[config.mk]
export PLATFORM = sky130hd
export DESIGN_NAME = rx_iod_bit_align_mlane
export DESIGN_NICKNAME = d
export VERILOG_FILES = /design/src/rtl/rx_align_pkg.sv /design/src/rtl/rx_eye_tracker.sv /design/src/rtl/rx_iod_bit_align_mlane.sv
export SDC_FILE = /design/constraint.sdc
export NUM_CORES = 1
export LEC_CHECK = 0
export ABC_AREA = 1
export CAP_MARGIN = 0
export CORE_MARGIN = 5
export CORE_UTILIZATION = 55
export DETAILED_ROUTE_END_ITERATION = 12
export GPL_TIMING_DRIVEN = 0
export PLACE_DENSITY = 0.79
export SLEW_MARGIN = 20
export SYNTH_ARGS = -nofsm -noshare
export SYNTH_HDL_FRONTEND = slang
export SYNTH_SLANG_ARGS = --single-unit
[constraint.sdc]
create_clock -name SCLK -period 4.05 [get_ports SCLK]
set_clock_uncertainty 0.05 [all_clocks]
set_input_delay 0.81 -clock SCLK [delete_from_list [all_inputs] [get_ports SCLK]]
set_output_delay 0.81 -clock SCLK [all_outputs]
set_load 0.1 [all_outputs]
[src/rtl/rx_align_pkg.sv]
// Shared types and helpers for the multi-lane RX IOD bit aligner.
// FSM state encoding plus settle-count and eye-centre arithmetic.
package rx_align_pkg;

  typedef enum logic [3:0] {
    S_WAIT_LOCK,
    S_LOAD,
    S_CLR,
    S_SETTLE,
    S_SAMPLE,
    S_STEP,
    S_EVAL,
    S_CENTER,
    S_GAP,
    S_NEXT,
    S_DONE
  } align_state_t;

  function automatic int settle_cycles(input int w);
    return 1 << w;
  endfunction

  function automatic int eye_centre(input int start, input int len);
    return start + (len >> 1);
  endfunction

endpackage

[src/rtl/rx_eye_tracker.sv]
// Tracks the current and widest clean tap window during one lane sweep.
// Best outputs already include the final compare so EVAL sees it at once.
module rx_eye_tracker
  import rx_align_pkg::*;
#(
  parameter int TAP_W = 7
) (
  input  logic             clk,
  input  logic             rst,
  input  logic             clear,
  input  logic             sample_valid,
  input  logic             clean,
  input  logic [TAP_W-1:0] tap,
  input  logic             final_cmp,
  output logic [TAP_W-1:0] best_start,
  output logic [TAP_W:0]   best_len
);

  logic [TAP_W-1:0] cur_start;
  logic [TAP_W-1:0] best_start_q;
  logic [TAP_W:0]   cur_len;
  logic [TAP_W:0]   best_len_q;
  logic             cur_wins;

  // strict compare: an equal later window never replaces the earlier one
  assign cur_wins = cur_len > best_len_q;

  assign best_start = (final_cmp && cur_wins) ? cur_start : best_start_q;
  assign best_len   = (final_cmp && cur_wins) ? cur_len : best_len_q;

  // window bookkeeping, one update per sampled tap
  always_ff @(posedge clk) begin
    if (rst || clear) begin
      cur_start    <= '0;
      cur_len      <= '0;
      best_start_q <= '0;
      best_len_q   <= '0;
    end else if (sample_valid) begin
      if (clean) begin
        if (cur_len == '0) cur_start <= tap;
        cur_len <= cur_len + 1'b1;
      end else begin
        if (cur_wins) begin
          best_start_q <= cur_start;
          best_len_q   <= cur_len;
        end
        cur_len <= '0;
      end
    end else if (final_cmp && cur_wins) begin
      best_start_q <= cur_start;
      best_len_q   <= cur_len;
    end
  end

endmodule

[src/rtl/rx_iod_bit_align_mlane.sv]
// Multi-lane IOD bit aligner: sweeps taps, finds widest eye, parks at centre.
// Optional freeze via RX_ALIGN_HOLD_EN (ALGN_HOLD ignored when undefined).
module rx_iod_bit_align_mlane
  import rx_align_pkg::*;
#(
  parameter int NUM_LANES      = 4,
  parameter int NUM_TAPS       = 128,
  parameter int WAIT_CNT_WIDTH = 3,
  parameter int MIN_EYE        = 8
) (
  input  logic                                 SCLK,
  input  logic                                 RESET,
  input  logic                                 PLL_LOCK,
  input  logic                                 ALGN_RSTRT,
  input  logic                                 ALGN_HOLD,
  input  logic [NUM_LANES-1:0]                 IOD_EARLY,
  input  logic [NUM_LANES-1:0]                 IOD_LATE,
  output logic [NUM_LANES-1:0]                 ALGN_LOAD,
  output logic [NUM_LANES-1:0]                 ALGN_MOVE,
  output logic                                 ALGN_DIR,
  output logic [NUM_LANES-1:0]                 ALGN_CLR_FLGS,
  output logic                                 ALGN_BUSY,
  output logic                                 ALGN_DONE,
  output logic                                 ALGN_ERR,
  output logic [NUM_LANES-1:0]                 LANE_ERR,
  output logic [NUM_LANES*$clog2(NUM_TAPS)-1:0] TAP_VAL
);

  localparam int TAP_W  = $clog2(NUM_TAPS);
  localparam int LANE_W = (NUM_LANES > 1) ? $clog2(NUM_LANES) : 1;
  localparam logic [WAIT_CNT_WIDTH-1:0] SETTLE_LAST =
    WAIT_CNT_WIDTH'(settle_cycles(WAIT_CNT_WIDTH) - 1);

  align_state_t state_q, state_d;

  logic [LANE_W-1:0]          lane_q;
  logic [TAP_W-1:0]           tap_q;
  logic [WAIT_CNT_WIDTH-1:0]  wait_q;
  logic [TAP_W:0]             move_q;
  logic [NUM_LANES*TAP_W-1:0] tap_val_q;
  logic [NUM_LANES-1:0]       lane_err_q;
  logic [NUM_LANES-1:0]       lane_oh;

  logic             frz;
  logic             act;
  logic             load_p, move_p, clr_p, dir_p;
  logic             clean;
  logic [TAP_W-1:0] best_start;
  logic [TAP_W:0]   best_len;
  logic [TAP_W:0]   centre;
  logic [TAP_W:0]   move_w;
  logic             eye_ok;

`ifdef RX_ALIGN_HOLD_EN
  assign frz = ALGN_HOLD;
`else
  logic unused_hold;
  assign unused_hold = ALGN_HOLD;
  assign frz = 1'b0;
`endif

  assign act     = PLL_LOCK & ~frz;
  assign lane_oh = NUM_LANES'(1) << lane_q;
  assign clean   = ~(IOD_EARLY[lane_q] | IOD_LATE[lane_q]);
  assign eye_ok  = best_len >= (TAP_W+1)'(MIN_EYE);
  assign centre  = (TAP_W+1)'(eye_centre(int'(best_start), int'(best_len)));
  assign move_w  = (TAP_W+1)'(NUM_TAPS - 1) - centre;

  rx_eye_tracker #(.TAP_W(TAP_W)) u_eye (
    .clk          (SCLK),
    .rst          (RESET),
    .clear        (act && state_q == S_LOAD),
    .sample_valid (act && state_q == S_SAMPLE),
    .clean        (clean),
    .tap          (tap_q),
    .final_cmp    (act && state_q == S_EVAL),
    .best_start   (best_start),
    .best_len     (best_len)
  );

  // next state and per-state pulse requests; lock, restart, hold override
  always_comb begin
    state_d = state_q;
    load_p  = 1'b0;
    move_p  = 1'b0;
    clr_p   = 1'b0;
    dir_p   = 1'b0;
    unique case (state_q)
      S_WAIT_LOCK: if (PLL_LOCK) state_d = S_LOAD;
      S_LOAD: begin
        load_p  = 1'b1;
        state_d = S_CLR;
      end
      S_CLR: begin
        clr_p   = 1'b1;
        state_d = S_SETTLE;
      end
      S_SETTLE: if (wait_q == SETTLE_LAST) state_d = S_SAMPLE;
      S_SAMPLE:
        state_d = (tap_q == TAP_W'(NUM_TAPS - 1)) ? S_EVAL : S_STEP;
      S_STEP: begin
        move_p  = 1'b1;
        dir_p   = 1'b1;
        state_d = S_CLR;
      end
      S_EVAL: begin
        if (!eye_ok) begin
          load_p  = 1'b1;
          state_d = S_NEXT;
        end else begin
          state_d = (move_w == '0) ? S_NEXT : S_CENTER;
        end
      end
      S_CENTER: begin
        move_p  = 1'b1;
        state_d = S_GAP;
      end
      S_GAP: if (move_q == '0) state_d = S_NEXT;
             else state_d = S_CENTER;
      S_NEXT:
        state_d = (lane_q == LANE_W'(NUM_LANES - 1)) ? S_DONE : S_LOAD;
      S_DONE: state_d = S_DONE;
      default: state_d = S_WAIT_LOCK;
    endcase
    if (frz) state_d = state_q;
    if (ALGN_RSTRT) state_d = PLL_LOCK ? S_LOAD : S_WAIT_LOCK;
    if (!PLL_LOCK) state_d = S_WAIT_LOCK;
  end

  // state register, sweep counters and per-lane results
  always_ff @(posedge SCLK) begin
    if (RESET) begin
      state_q    <= S_WAIT_LOCK;
      lane_q     <= '0;
      tap_q      <= '0;
      wait_q     <= '0;
      move_q     <= '0;
      tap_val_q  <= '0;
      lane_err_q <= '0;
    end else begin
      state_q <= state_d;
      if (!PLL_LOCK || ALGN_RSTRT) begin
        lane_q     <= '0;
        tap_val_q  <= '0;
        lane_err_q <= '0;
      end else if (act) begin
        unique case (state_q)
          S_LOAD:   tap_q <= '0;
          S_CLR:    wait_q <= '0;
          S_SETTLE: wait_q <= wait_q + 1'b1;
          S_STEP:   tap_q <= tap_q + 1'b1;
          S_EVAL: begin
            if (!eye_ok) begin
              lane_err_q[lane_q] <= 1'b1;
              tap_val_q[lane_q*TAP_W +: TAP_W] <= '0;
            end else begin
              tap_val_q[lane_q*TAP_W +: TAP_W] <= centre[TAP_W-1:0];
              move_q <= move_w;
            end
          end
          S_CENTER: move_q <= move_q - 1'b1;
          S_NEXT:
            if (lane_q != LANE_W'(NUM_LANES - 1)) lane_q <= lane_q + 1'b1;
          default: ;
        endcase
      end
    end
  end

  assign ALGN_LOAD     = (act && load_p) ? lane_oh : '0;
  assign ALGN_MOVE     = (act && move_p) ? lane_oh : '0;
  assign ALGN_CLR_FLGS = (act && clr_p) ? lane_oh : '0;
  assign ALGN_DIR      = act & dir_p;
  assign ALGN_BUSY     = (state_q != S_WAIT_LOCK) && (state_q != S_DONE);
  assign ALGN_DONE     = state_q == S_DONE;
  assign LANE_ERR      = lane_err_q;
  assign ALGN_ERR      = |lane_err_q;
  assign TAP_VAL       = tap_val_q;

endmodule

==> metrics <==
max-cap violation count=0; drt pass-1 iters=5; Crit Path Max Fanout=18; TritonCTS clock tree=built; cell area power density=248.0 nW/um^2; post-CTS resize count=32; Vias=5039; combinational share of power=under 10%; Final setup viols=0; Crit Path Class=reg2out; CP Depth=6; Post-CTS Repair Setup Buffers=0; worst-path cell chain=inv_2, ha_1, clkbuf_1, clkinv_1, nor2_1, clkdlybuf4s15_2; cell count after synthesis=roughly 730; hold slack=about 0.42 ns; Yosys top cell by area=dfxtp_1; reg2reg path depth=23; Bufs on Longest Clock Path=2; max_slew headroom=32.87%; largest net degree at the start of global routing=19; Worst EP arrival=about 3 ns; FMAX=roughly 0.26 GHz; CP delay by family, top=buffers and inverters; clk_lat worst skew=0.37 ns; Tcrit/Tclk final=roughly 95%; final antenna-violating net count=0; initial antenna violation count=0; antenna cells=0; Leakage=2.479 nW; fillers=~800; Switch Pwr=between 300 and 400 uW; Core ar.=9153 um^2; share of Yosys cell area claimed by the top area cell type=about a third; reg2reg start=u_eye.best_len_q[5]; DR WL/cell=approximately 14 um; CP required=about 3.2 ns; minimum clock period=around 3.9 ns; # rows=35; sequential area share after synthesis=33.78%; critical path's slowest cell=clkdlybuf4s15_2; Area Growth Syn to Fin=18.86%; Yosys warning total=0; CP max stage delay=0.58 ns; Starting Density=between 50% and 60%; first-pass GRT wire length=approximately 22000 um; Placed Cells=900; Clock power frac=around two fifths; Total GRT Usage=approximately a quarter; Slew Limit Fails=0; Overall Power=1.502 mW; HPWL after DPL=10030 um; sequential share of power=between 50% and 60%; number of port buffers=between 50 and 60; root buffer cell=clkbuf_8; min-delay src=TAP_VAL[10]; clk sinks=86; final wirelength=between 10000 and 15000 um; hold buffer count at CTS=0; Syn Nets=773; Clk pin slew, worst setup/hold paths=about 0.1 ns; Cell Count, Final, Fillers Out=around 920; final RePlAce weighted congestion=slightly below 1; DRC violations left=0; Synth Register Bits=between 80 and 90; chip height=between 100 and 150 um; H-tree depth=3; Worst Setup SP=lane_q[0]; Buf/Inv on CP=4; drt initial violations=slightly below 400; worst slew pin tran=1.004 ns; type of the most critical hold path=reg2reg; Setup crit end kind=primary output; setup_tns=0 ns; share of post-route cells with drive strength above 1=9.950%; Mapped Avg Cell Area=about 7 um^2; Die W=106.3 um; crit path launch type=flip-flop; die area=between 10000 and 15000 um^2; sw frac=25.85%; vias in the first global route=about 4700; outcome=completed; internal power=1.114 mW; DR vias/cell=between 5 and 6; peak supply drop=0.1436 mV; CTS buffer count=9; Mapped Area=~5100 um^2; Worst Hold Path Cells=2; Nets=841; GRT overflow=0; final hold viol count=0; top cells by area, synth=dfxtp_1 34%, nand2_1 12%, a21oi_1 8.9%; Synth cell types=between 40 and 50; I/O pin count=between 60 and 70
-- Yosys cell counts, drive strengths merged --
master	n
or4	1
o21a	1
fa	1
nand3	28
inv	111
and2	1
nand4	8
o31ai	2
a2111o	1
clkinv	4
clkbuf	12
nand3b	1
o21ai	57
nor3	23
o211ai	12
buf	4
a31oi	2
a221oi	3
xor2	8
a21o	1
nand2	174
a21boi	1
dfxtp	86
nor2	60
nor4	2
ha	28
a211oi	6
a21oi	93
-- registers in the layout (all words and copies together), names as in the netlist --
name	cells
tap_q	7
move_q	8
u_eye.cur_len	8
state_q	4
TAP_VAL	28
u_eye.cur_start	7
wait_q	3
lane_q	2
u_eye.best_len_q	8
LANE_ERR	4
u_eye.best_start_q	7
-- cell families after synthesis --
logic type	Yosys count	share of synthesized area [%]
compound gates	179	19.86
buf+inv	131	10.02
flops	86	33.78
fa+ha+maj	29	7.267
xor+xnor	8	1.375
simple gates	298	27.69
-- cells in the final DEF (no fill, tap or decap), drive strengths merged, types with 3 or more instances in the layout --
| cell type | count |
|---|---|
| nand2 | 174 |
| clkbuf | 21 |
| o21ai | 57 |
| nand3 | 28 |
| xor2 | 8 |
| o211ai | 12 |
| clkinv | 5 |
| nand4 | 8 |
| nor3 | 23 |
| a221oi | 3 |
| dfxtp | 86 |
| ha | 28 |
| a21oi | 93 |
| nor2 | 60 |
| a211oi | 6 |
| clkdlybuf4s50 | 51 |
| inv | 114 |
| buf | 8 |
-- power groups by stage --
| stage | clock network (mW) | logic (mW) | registers, mW |
|---|---|---|---|
| detailed placement | 0 | 0.0610 | 0.868 |
| finish | 0.592 | 0.0618 | 0.848 |
| CTS | 0.600 | 0.0612 | 0.848 |
| global placement | 0 | 0.0600 | 0.868 |
| floorplan | 0 | 0.0371 | 0.868 |
| global route | 0.641 | 0.0681 | 0.849 |
-- path summary, 6_finish.rpt --
check                                     to  slack (ns)
worst min-delay path             TAP_VAL[10]        0.42
worst max register to register    state_q[1]        0.31
worst max-delay path            ALGN_MOVE[0]        0.19
worst min register to register   TAP_VAL[10]        0.42
-- metal layers --
metal	global-route usage [%]	vias to the layer above	routed length [um]
li1	-	2528	-
met1	31.98	2321	5980
met2	38.64	159	6080
met3	4.311	31	814
met4	9.251	0	299
met5	0	-	0
-- per-stage QoR --
stage	area, um^2	setup WS, ns	util (%)
after floorplan	5096	-0.07818	-
after global placement	5816	-0.9398	63.54
after detailed placement	5816	-0.9952	63.54
after CTS	5996	0.01718	65.51
after global routing	6057	-0.01351	66.18
final	6057	0.1901	66.18
-- tightest hold or removal path: stages (launching register included) --
cell and delay (ns):
dfxtp_1 0.32, nand2_1 0.06, a21oi_1 0.05
-- area by class of cell --
cell class / instances / area, um^2 / share of cell area (%)
buffer: 15 / 71.32 / 1.177
clock buffer: 10 / 137.6 / 2.272
clock inverter: 6 / 51.30 / 0.8469
inverter: 115 / 440.4 / 7.271
multi-input combinational: 514 / 2907 / 47.99
sequential: 86 / 1724 / 28.47
tap: 111 / 138.9 / 2.293
timing repair buffer: 58 / 586.8 / 9.688
No activity file was read; power rests on OpenSTA's default activity.
